## src/rtl/i2c_slv_pkg.sv

```systemverilog
// Shared types and constants for the I2C memory target.
//   i2c_slv_st_t : protocol FSM state
//   SYNC_LEN     : depth of the input synchronizer
//   i2c_byte_t   : one bus / memory byte
package i2c_slv_pkg;

    localparam int unsigned SYNC_LEN = 2;

    typedef logic [7:0] i2c_byte_t;

    typedef enum logic [3:0] {
        StIdle,
        StAddr,
        StAddrAck,
        StPtr,
        StPtrAck,
        StWdata,
        StWdataAck,
        StRdata,
        StRdataAck,
        StIgnore
    } i2c_slv_st_t;

endpackage

```

## src/rtl/i2c_in_filt.sv

```systemverilog
// Input conditioning for one raw I2C line: SYNC_LEN-flop synchronizer followed by a
// glitch filter that only accepts a new level after FILT_LEN consecutive equal samples.
// Input-to-output latency is SYNC_LEN + FILT_LEN cycles.
//   clk     : system clock
//   resetn  : asynchronous active-low reset (line idles high)
//   i_line  : raw line level
//   o_level : registered filtered level
module i2c_in_filt
    import i2c_slv_pkg::*;
#(
    parameter int unsigned FILT_LEN = 3
) (
    input  logic clk,
    input  logic resetn,
    input  logic i_line,
    output logic o_level
);

    localparam int unsigned CW = $clog2(FILT_LEN + 1);

    logic [SYNC_LEN-1:0] r_sync;
    logic [CW-1:0]       r_cnt;
    logic                r_level;
    logic                w_sync;

    assign w_sync  = r_sync[SYNC_LEN-1];
    assign o_level = r_level;

    always_ff @(posedge clk or negedge resetn) begin
        if (!resetn) begin
            r_sync  <= '1;
            r_cnt   <= '0;
            r_level <= 1'b1;
        end else begin
            r_sync <= {r_sync[SYNC_LEN-2:0], i_line};
            if (w_sync == r_level) begin
                r_cnt <= '0;
            end else if (r_cnt == CW'(FILT_LEN - 1)) begin
                // FILT_LEN-th consecutive differing sample: accept the new level
                r_level <= w_sync;
                r_cnt   <= '0;
            end else begin
                r_cnt <= r_cnt + CW'(1);
            end
        end
    end

endmodule

```

## src/rtl/i2c_mem_slv.sv

```systemverilog
// I2C target with an internal byte memory: 7-bit addressing, 8-bit register pointer with
// auto-increment, byte/burst write, random and sequential read. SCL is never driven.
//   clk     : system clock (>= 16x SCL)
//   resetn  : asynchronous active-low reset
//   scl_i   : raw SCL level
//   sda_i   : raw SDA level
//   sda_oe  : 1 = pull SDA low, 0 = release
//   busy    : addressed transfer in progress (matched START .. STOP)
//   wr_stb  : one-cycle pulse per memory byte written, with wr_addr / wr_data
//   rd_stb  : one-cycle pulse when a read byte is loaded for transmission
module i2c_mem_slv
    import i2c_slv_pkg::*;
#(
    parameter logic [6:0]  SLV_ADDR  = 7'h50,
    parameter int unsigned MEM_DEPTH = 256,
    parameter int unsigned FILT_LEN  = 3,
    parameter logic [7:0]  INIT_VAL  = 8'h00
) (
    input  logic      clk,
    input  logic      resetn,
    input  logic      scl_i,
    input  logic      sda_i,
    output logic      sda_oe,
    output logic      busy,
    output logic      wr_stb,
    output i2c_byte_t wr_addr,
    output i2c_byte_t wr_data,
    output logic      rd_stb
);

    localparam int unsigned AW       = $clog2(MEM_DEPTH);
    localparam i2c_byte_t   PTR_MASK = i2c_byte_t'(MEM_DEPTH - 1);

    logic        w_scl, w_sda;
    logic        r_scl_prev, r_sda_prev;
    logic        w_scl_rise, w_scl_fall, w_start, w_stop;

    i2c_slv_st_t r_state, w_state_nxt;
    logic [3:0]  r_cnt, w_cnt_nxt;
    i2c_byte_t   r_shift, w_shift_nxt;
    i2c_byte_t   r_ptr, w_ptr_nxt;
    logic        r_rw, w_rw_nxt;
    logic        r_oe, w_oe_nxt;
    logic        r_busy, w_busy_nxt;
    logic        r_wr_stb, w_wr_stb_nxt;
    logic        r_rd_stb, w_rd_stb_nxt;
    i2c_byte_t   r_wr_addr, w_wr_addr_nxt;
    i2c_byte_t   r_wr_data, w_wr_data_nxt;
    logic        w_mem_we;
    i2c_byte_t   r_mem [MEM_DEPTH];

    i2c_byte_t   w_rx_byte, w_rd_byte, w_ptr_inc;
    logic        w_addr_hit;

    i2c_in_filt #(.FILT_LEN(FILT_LEN)) u_scl_filt (
        .clk    (clk),
        .resetn (resetn),
        .i_line (scl_i),
        .o_level(w_scl)
    );

    i2c_in_filt #(.FILT_LEN(FILT_LEN)) u_sda_filt (
        .clk    (clk),
        .resetn (resetn),
        .i_line (sda_i),
        .o_level(w_sda)
    );

    assign w_scl_rise = w_scl & ~r_scl_prev;
    assign w_scl_fall = ~w_scl & r_scl_prev;
    // SCL must have been high on both samples so an SCL edge is never mistaken for a condition
    assign w_start    = r_sda_prev & ~w_sda & w_scl & r_scl_prev;
    assign w_stop     = ~r_sda_prev & w_sda & w_scl & r_scl_prev;

    assign w_rx_byte  = {r_shift[6:0], w_sda};
    assign w_rd_byte  = r_mem[r_ptr[AW-1:0]];
    assign w_ptr_inc  = (r_ptr + 8'd1) & PTR_MASK;
    // r_shift[6:0] holds the 7 address bits when the R/W bit arrives; general call never matches
    assign w_addr_hit = (r_shift[6:0] == SLV_ADDR) && (SLV_ADDR != 7'h00);

    always_comb begin
        w_state_nxt   = r_state;
        w_cnt_nxt     = r_cnt;
        w_shift_nxt   = r_shift;
        w_ptr_nxt     = r_ptr;
        w_rw_nxt      = r_rw;
        w_oe_nxt      = r_oe;
        w_busy_nxt    = r_busy;
        w_wr_stb_nxt  = 1'b0;
        w_rd_stb_nxt  = 1'b0;
        w_wr_addr_nxt = r_wr_addr;
        w_wr_data_nxt = r_wr_data;
        w_mem_we      = 1'b0;

        if (w_stop) begin
            w_state_nxt = StIdle;
            w_busy_nxt  = 1'b0;
            w_oe_nxt    = 1'b0;
            w_cnt_nxt   = '0;
        end else if (w_start) begin
            // busy is re-decided by the address that follows
            w_state_nxt = StAddr;
            w_oe_nxt    = 1'b0;
            w_cnt_nxt   = '0;
        end else begin
            unique case (r_state)
                StAddr: begin
                    if (w_scl_rise) begin
                        w_shift_nxt = w_rx_byte;
                        w_cnt_nxt   = r_cnt + 4'd1;
                        if (r_cnt == 4'd7) begin
                            w_cnt_nxt = '0;
                            if (w_addr_hit) begin
                                w_state_nxt = StAddrAck;
                                w_busy_nxt  = 1'b1;
                                w_rw_nxt    = w_sda;
                            end else begin
                                w_state_nxt = StIgnore;
                                w_busy_nxt  = 1'b0;
                            end
                        end
                    end
                end
                // ACK states: r_cnt==0 waits for the fall after bit 8 to pull low,
                // r_cnt==1 waits for the fall that ends the ACK clock
                StAddrAck: begin
                    if (w_scl_fall) begin
                        if (r_cnt == 4'd0) begin
                            w_oe_nxt  = 1'b1;
                            w_cnt_nxt = 4'd1;
                        end else if (r_rw) begin
                            w_state_nxt  = StRdata;
                            w_shift_nxt  = w_rd_byte;
                            w_oe_nxt     = ~w_rd_byte[7];
                            w_rd_stb_nxt = 1'b1;
                            w_cnt_nxt    = '0;
                        end else begin
                            w_state_nxt = StPtr;
                            w_oe_nxt    = 1'b0;
                            w_cnt_nxt   = '0;
                        end
                    end
                end
                StPtr: begin
                    if (w_scl_rise) begin
                        w_shift_nxt = w_rx_byte;
                        w_cnt_nxt   = r_cnt + 4'd1;
                        if (r_cnt == 4'd7) begin
                            w_ptr_nxt   = w_rx_byte & PTR_MASK;
                            w_state_nxt = StPtrAck;
                            w_cnt_nxt   = '0;
                        end
                    end
                end
                StPtrAck, StWdataAck: begin
                    if (w_scl_fall) begin
                        if (r_cnt == 4'd0) begin
                            w_oe_nxt  = 1'b1;
                            w_cnt_nxt = 4'd1;
                        end else begin
                            w_state_nxt = StWdata;
                            w_oe_nxt    = 1'b0;
                            w_cnt_nxt   = '0;
                        end
                    end
                end
                StWdata: begin
                    if (w_scl_rise) begin
                        w_shift_nxt = w_rx_byte;
                        w_cnt_nxt   = r_cnt + 4'd1;
                        if (r_cnt == 4'd7) begin
                            w_mem_we      = 1'b1;
                            w_wr_stb_nxt  = 1'b1;
                            w_wr_addr_nxt = r_ptr;
                            w_wr_data_nxt = w_rx_byte;
                            w_ptr_nxt     = w_ptr_inc;
                            w_state_nxt   = StWdataAck;
                            w_cnt_nxt     = '0;
                        end
                    end
                end
                StRdata: begin
                    // r_cnt counts SCL rises; each fall presents the next bit
                    if (w_scl_rise) begin
                        w_cnt_nxt = r_cnt + 4'd1;
                    end else if (w_scl_fall) begin
                        if (r_cnt == 4'd8) begin
                            w_state_nxt = StRdataAck;
                            w_oe_nxt    = 1'b0;
                            w_ptr_nxt   = w_ptr_inc;
                            w_cnt_nxt   = '0;
                        end else begin
                            w_oe_nxt    = ~r_shift[6];
                            w_shift_nxt = {r_shift[6:0], 1'b0};
                        end
                    end
                end
                StRdataAck: begin
                    if (w_scl_rise) begin
                        w_shift_nxt = {r_shift[7:1], w_sda};
                        w_cnt_nxt   = 4'd1;
                    end else if (w_scl_fall && (r_cnt == 4'd1)) begin
                        if (!r_shift[0]) begin
                            w_state_nxt  = StRdata;
                            w_shift_nxt  = w_rd_byte;
                            w_oe_nxt     = ~w_rd_byte[7];
                            w_rd_stb_nxt = 1'b1;
                            w_cnt_nxt    = '0;
                        end else begin
                            w_state_nxt = StIgnore;
                            w_oe_nxt    = 1'b0;
                        end
                    end
                end
                StIgnore: begin
                    w_oe_nxt = 1'b0;
                end
                StIdle: begin
                    w_oe_nxt = 1'b0;
                end
                default: begin
                    w_state_nxt = StIdle;
                    w_oe_nxt    = 1'b0;
                end
            endcase
        end
    end

    always_ff @(posedge clk or negedge resetn) begin
        if (!resetn) begin
            r_scl_prev <= 1'b1;
            r_sda_prev <= 1'b1;
            r_state    <= StIdle;
            r_cnt      <= '0;
            r_shift    <= '0;
            r_ptr      <= '0;
            r_rw       <= 1'b0;
            r_oe       <= 1'b0;
            r_busy     <= 1'b0;
            r_wr_stb   <= 1'b0;
            r_rd_stb   <= 1'b0;
            r_wr_addr  <= '0;
            r_wr_data  <= '0;
            for (int i = 0; i < int'(MEM_DEPTH); i++) begin
                r_mem[i] <= INIT_VAL;
            end
        end else begin
            r_scl_prev <= w_scl;
            r_sda_prev <= w_sda;
            r_state    <= w_state_nxt;
            r_cnt      <= w_cnt_nxt;
            r_shift    <= w_shift_nxt;
            r_ptr      <= w_ptr_nxt;
            r_rw       <= w_rw_nxt;
            r_oe       <= w_oe_nxt;
            r_busy     <= w_busy_nxt;
            r_wr_stb   <= w_wr_stb_nxt;
            r_rd_stb   <= w_rd_stb_nxt;
            r_wr_addr  <= w_wr_addr_nxt;
            r_wr_data  <= w_wr_data_nxt;
            if (w_mem_we) begin
                r_mem[r_ptr[AW-1:0]] <= w_rx_byte;
            end
        end
    end

    assign sda_oe  = r_oe;
    assign busy    = r_busy;
    assign wr_stb  = r_wr_stb;
    assign wr_addr = r_wr_addr;
    assign wr_data = r_wr_data;
    assign rd_stb  = r_rd_stb;

endmodule

```

## config.mk

```make
export PLATFORM = sky130hd
export DESIGN_NAME = i2c_mem_slv
export DESIGN_NICKNAME = d
export VERILOG_FILES = /design/src/rtl/i2c_slv_pkg.sv /design/src/rtl/i2c_in_filt.sv /design/src/rtl/i2c_mem_slv.sv
export SDC_FILE = /design/constraint.sdc
export NUM_CORES = 2
export LEC_CHECK = 0
export ABC_CLOCK_PERIOD_IN_PS = 8700
export CAP_MARGIN = 0
export CORE_MARGIN = 2
export CORE_UTILIZATION = 25
export CTS_CLUSTER_DIAMETER = 80
export DETAILED_ROUTE_END_ITERATION = 12
export GPL_TIMING_DRIVEN = 0
export PLACE_DENSITY_LB_ADDON = 0.15
export REMOVE_ABC_BUFFERS = 1
export SYNTH_ARGS = -nofsm -noshare
export SYNTH_HDL_FRONTEND = slang
export SYNTH_HIERARCHICAL = 1
export SYNTH_SLANG_ARGS = --single-unit
```

## constraint.sdc

```tcl
create_clock -name clk -period 8.7 [get_ports clk]
set_clock_uncertainty 0.15 [all_clocks]
set_input_delay 1.305 -clock clk [delete_from_list [all_inputs] [get_ports clk]]
set_output_delay 1.305 -clock clk [all_outputs]
set_load 0.05 [all_outputs]
```

Yosys cells after proc, flatten, opt, wreduce, memory -nomap -nowiden --
Index checks and enable logic that the tools add are counted.
Word-level totals: word-level logic and storage cells 480, bits in registers 2104
Cells by class: add/sub/neg operators 4, reduce and logical (&&, ||, !) cells 25, order comparisons 2, mux-type cells 97, bitwise gates (word level) 19, eq/ne operators 57
Operators with widths (number):
- bitwise mux 2048 bit | 1
- 2-to-1 mux 4 bit | 30
- 2-to-1 mux 8 bit | 10
- 2-to-1 mux 7 bit | 10
- binary-select mux 8 bit (select 8 bit) | 1
- demux 8 bit (select 8 bit) | 1
- inequality test 4 bit (second input constant) | 15
- 2-to-1 mux 1 bit | 33
- case mux 4 bit (8 select lines) | 1
- inequality test 2 bit (second input constant) | 14
- case mux 7 bit (4 select lines) | 1
- case mux 8 bit (3 select lines) | 1
- equality test 4 x 3 -> 1 bit (second input constant) | 5
- inequality test 5 bit (second input constant) | 4
- case mux 4 bit (4 select lines) | 1
- AND reduction 16 bit | 1
- AND reduction 7 bit | 2
- AND reduction 13 bit | 1
- equality test 4 bit (second input constant) | 3
- AND reduction 11 bit | 1
- NOT 1 bit | 10
- AND reduction 10 bit | 1
- greater-or-equal comparator 9 bit (second input constant) | 1
- < comparator 9 x 1 -> 1 bit (second input constant) | 1
- other kinds (30) | 55

Longest topological paths before layout --
word-level depth 11, mapped depth 13, gate-level depth less buffers 9

Hierarchy --
Netlist, hierarchy kept.
By module, submodules not included:
- i2c_mem_slv | area each 98824.8 um2, times used 1, cells an instance 6000
- i2c_in_filt | area each 178.9 um2, times used 2, cells an instance 10

Least setup slack after synthesis --
OpenSTA, ideal clock, no wires.
kind flip-flop to flip-flop, start point reg r_ptr[0], end point reg r_mem[1544] (netlist bit), period minus slack after synthesis 3.104 ns, library setup time 0.125 ns, stages on the path, launching flop included 12, setup slack 5.596 ns, arrival time 2.829 ns, cells stage by stage dfrtp_1 -> buf_4 -> buf_6 -> buf_2 -> buf_4 -> buf_4 -> inv_1 -> ha_1 -> nand3_4 -> buf_4 -> nor2_4 -> mux2_2
Between the ends: cells in the longest elaborated chain, start to end 6
RTL lines:
- from (decl) | RTL line i2c_mem_slv.sv:41 | i2c_byte_t r_ptr, w_ptr_nxt;
- from (signal assigned) | RTL line i2c_mem_slv.sv:253 | r_ptr <= w_ptr_nxt;
- NOT 8 -> 9 bit (not written as such) (*) | RTL line i2c_mem_slv.sv:262 | r_mem[r_ptr[AW-1:0]] <= w_rx_byte;
- greater-or-equal comparator 9 bit (not written as such) or < comparator 9 x 1 -> 1 bit (tied branches) | RTL line i2c_mem_slv.sv:262
- logical AND 1 bit (not written as such) | RTL line i2c_mem_slv.sv:262
- 2-to-1 mux 8 bit (not written as such) | RTL line i2c_mem_slv.sv:262
- demux 8 bit (select 8 bit) (*) | RTL line i2c_mem_slv.sv:262
- bitwise mux 2048 bit (*) | RTL line i2c_mem_slv.sv:262
- to (signal, indexed assignment) | RTL line i2c_mem_slv.sv:262
- to (decl) | RTL line i2c_mem_slv.sv:50 | i2c_byte_t r_mem [MEM_DEPTH];
Mark *: on every way between the ends. The rest lies on a longest branch, timed or not. A chain may end at the register's enable or synchronous reset.

Worst setup path in the final report --
start point reg r_state[0], end point reg r_mem[278] (netlist bit)
Between the ends: cells in the longest elaborated chain, start to end 4
RTL lines:
- from (decl) | RTL line i2c_mem_slv.sv:38 | i2c_slv_st_t r_state, w_state_nxt;
- from (signal assigned) | RTL line i2c_mem_slv.sv:233 | r_state <= StIdle;
- from (signal assigned) | RTL line i2c_mem_slv.sv:250 | r_state <= w_state_nxt;
- equality test 4 x 3 -> 1 bit | RTL line i2c_mem_slv.sv:106 | unique case (r_state)
- 2-to-1 mux 1 bit | RTL line i2c_mem_slv.sv:106
- 2-to-1 mux 1 bit | RTL line i2c_mem_slv.sv:100 | end else if (w_start) begin
- 2-to-1 mux 1 bit | RTL line i2c_mem_slv.sv:95 | if (w_stop) begin
Every way passes these cells.

==> results.json <==
{
  "finalHoldViolations": 0,
  "numPortBuffers": 23,
  "gp_congestion": 0.744,
  "synth_edf_count": 0,
  "die_w_um": 634,
  "area_growth_pct": 16.6,
  "syn-mean-instance-area_um2": 16.5,
  "place_ws_ns": 2.46,
  "finalSetupViolCount": 0,
  "wirelength_mm": 310,
  "maxSlewHeadroom_pct": 9.39,
  "clk_latency_ns": 0.88,
  "worstPathRequired_ns": 9.30,
  "holdBufCountCts": 0,
  "layout-drive-gt1-share_pct": 56.4,
  "nFillCells": 39202,
  "p_sw_share_pct": 25.8,
  "post-route-util_pct": 29.3,
  "netlist_instances": 6020,
  "cts.path.max_buffers": 4,
  "antenna_left": 0,
  "rows": 231,
  "ys_ff_latch": 2104,
  "ir_worst_vdd_mv": 0.142,
  "path_cells": "nor2b_2 > nand2_1 > nor4_4 > buf_8 > buf_6 > nand3_4 > nor2_2 > mux2_2",
  "async_flop_share_pct": 100,
  "track_usage_pct": 15.4,
  "core_mm2": 0.395,
  "hold_class": "input pin to async pin",
  "drc_errors": 0,
  "grt_first_pass_wirelength_mm": 451,
  "syn-cell-area_mm2": 0.0992,
  "register_area_mm2": 0.0527,
  "cts_made_buffers": 270,
  "status": "completed",
  "seqPwrFrac_pct": 43.9,
  "grt_max_degree": 177,
  "viasPerCell": 4.72,
  "worstSetupStartpointType": "register",
  "clk_pin_slew_ns": 0.06,
  "yosysWarnings": 6,
  "antenna_found_initial": 11,
  "die_area_mm2": 0.402,
  "initial_core_util_pct": 25.1,
  "fin_crit_ns": 6.27,
  "cts_resized": 0,
  "gr-total-overflow": 0,
  "vias": 53945,
  "numClockSinks": 2104,
  "critPathMaxFanout": 20,
  "boundaryPins": 24,
  "rsz0062_at_grt": "no",
  "post-route-period-util_pct": 72.0,
  "finalNetCount": 5976,
  "grt_pass1_vias": 57687,
  "setup_ws_ns": 2.43,
  "die_h_um": 634,
  "end_kind": "register",
  "cts_tree": "built",
  "multi_input_area_mm2": 0.0444,
  "cts_max_level": 5,
  "final_max_slew_viol_count": 0,
  "critPathKind": "register to register",
  "ys_seq_area_share_pct": 53.1,
  "max_freq_ghz": 0.160,
  "crit_slowest_cell": "nor2b_2",
  "cp.arrival_ns": 6.86,
  "p_int_w": 0.0170,
  "clock_power_share_pct": 49.3,
  "switching_power_w": 0.00592,
  "clock-root-buffer": "clkbuf_16",
  "first_pass_iters": 7,
  "tightest_slew_ns": 1.36,
  "place_area_mm2": 0.107,
  "placed_cells": 10933,
  "p_per_area_mw_per_mm2": 198,
  "p_leak_nw": 54.0,
  "post_cts_buffers": 0,
  "final_cells": 11417,
  "drv_cap": 0,
  "synthDistinctLibCells": 78,
  "p_comb_share_pct": 6.8,
  "wl_per_cell_um": 27.1,
  "synth-main-ff-cell": "dfrtp_1",
  "drt_iter0_markers": 2821,
  "dp_hpwl_mm": 193,
  "final_area_mm2": 0.116,
  "final.setup.tns_ns": 0,
  "cp_slowest_stage_delay_ns": 0.92
}
sequential cells by signal, summed over array words and instances (netlist names), 2 cells and up:
name and flops:
r_mem 2048, u_sda_filt/r_cnt 2, r_cnt 4, wr_data 8, u_scl_filt/r_sync 2, r_shift 7, u_scl_filt/r_cnt 2, r_ptr 8
u_sda_filt/r_sync 2, r_state 4, wr_addr 8
area by class of cell:
cell class,instances,area share [%]
Inverter,18,0.0584
Multi-Input combinational cell,3439,38.4
Timing Repair Buffer,130,2.61
Tap cell,5242,5.67
Antenna cell,5,0.0108
Clock inverter,62,0.672
Sequential cell,2104,45.6
Clock buffer,417,7.04
cell usage in the layout, fill, tap and decap left out, types with 29 or more instances in the layout:
cell       netlist  final
a21oi_1         48     48
a22oi_1         36     36
buf_16           0     90
clkbuf_1       322     74
clkbuf_16        0    279
clkbuf_8         0     64
dfrtp_1       2096   2083
mux2_1          43     43
mux2_2        1917   1917
mux2_4         114    114
mux4_2         611    611
nand2_1         57     55
nor2_1          32     29
nor2_2          96     97
nor2_4          40     42
nor2_8         120    120
o21ai_0         34     34
synth_stat cells (28+ instances only):
library cell  number  area share [%]
mux2_1            43            0.49
buf_4             30            0.23
nor2_8           120             2.4
mux4_2           611              14
o21ai_0           34            0.17
nand2_1           57            0.22
a22oi_1           36            0.27
dfrtp_1         2096              53
nor2_1            32            0.12
nand3_1           28            0.14
clkbuf_1         322             1.2
mux2_2          1917              22
nor2_4            40            0.45
buf_2             73            0.37
a21oi_1           48            0.24
mux2_4           114             1.7
nor2_2            96            0.61
stage by stage:
step | hold slack [ns] | total power, W
6_report | 0.200 | 0.0229
2_1_floorplan | 0.195 | 0.0107
4_1_cts | 0.152 | 0.0233
3_3_place_gp | 0.197 | 0.0117
3_5_place_dp | 0.197 | 0.0118
5_1_grt | 0.190 | 0.0239
metal layers:
| layer | vias up | track usage (%) | share of wire [%] |
|---|---|---|---|
| met5 | - | 0 | 0 |
| met4 | 0 | 3.37 | 2.2 |
| met3 | 356 | 2.00 | 3.0 |
| met2 | 828 | 24.9 | 47 |
| met1 | 30170 | 21.9 | 48 |
| li1 | 22591 | - | - |
cells by family (layout without fill, tap and decap cells):
family / after synthesis / count (layout) / share of synthesized area, %
mux: 2711 / 2711 / 38.1
flops: 2104 / 2104 / 53.1
simple gates: 509 / 509 / 5.03
buf+inv: 477 / 627 / 2.24
compound gates: 205 / 205 / 1.36
fa+ha+maj: 9 / 9 / 0.114
xor+xnor: 5 / 5 / 0.0442
other cells: 0 / 5 / 0
critical path, delay by kind of cell (launching register included):
kind / cells / cell delay (ns)
flip-flops: 1 / 0.74
AND/OR/NAND/NOR: 5 / 4.24
buffers and inverters: 2 / 0.49
multiplexers: 1 / 0.41
power by group through the flow:
stage	registers [W]	clock network (W)	logic [W]
2_1_floorplan	0.0104	0	0.000267
3_3_place_gp	0.0111	0	0.000567
3_5_place_dp	0.0102	0	0.00158
4_1_cts	0.0101	0.0117	0.00158
5_1_grt	0.0101	0.0121	0.00169
6_report	0.0101	0.0113	0.00155
final timing paths:
check | end | slack, ns | depth (start not counted) | from
min in group clk | u_scl_filt/r_sync[1]$_DFF_PN1_ | 0.20 | 0 | u_scl_filt/r_sync[0]$_DFF_PN1_
max reg2reg | r_mem[278]$_DFFE_PN0P_ | 2.43 | 8 | r_state[0]$_DFFE_PN0P_
min | r_mem[1627]$_DFFE_PN0P_ | 0.20 | 1 | resetn
max in group asynchronous | r_mem[1500]$_DFFE_PN0P_ | 5.01 | 5 | resetn
max | r_mem[278]$_DFFE_PN0P_ | 2.43 | 8 | r_state[0]$_DFFE_PN0P_
min reg2reg | u_scl_filt/r_sync[1]$_DFF_PN1_ | 0.20 | 0 | u_scl_filt/r_sync[0]$_DFF_PN1_
(Power assumes the default switching activity.)
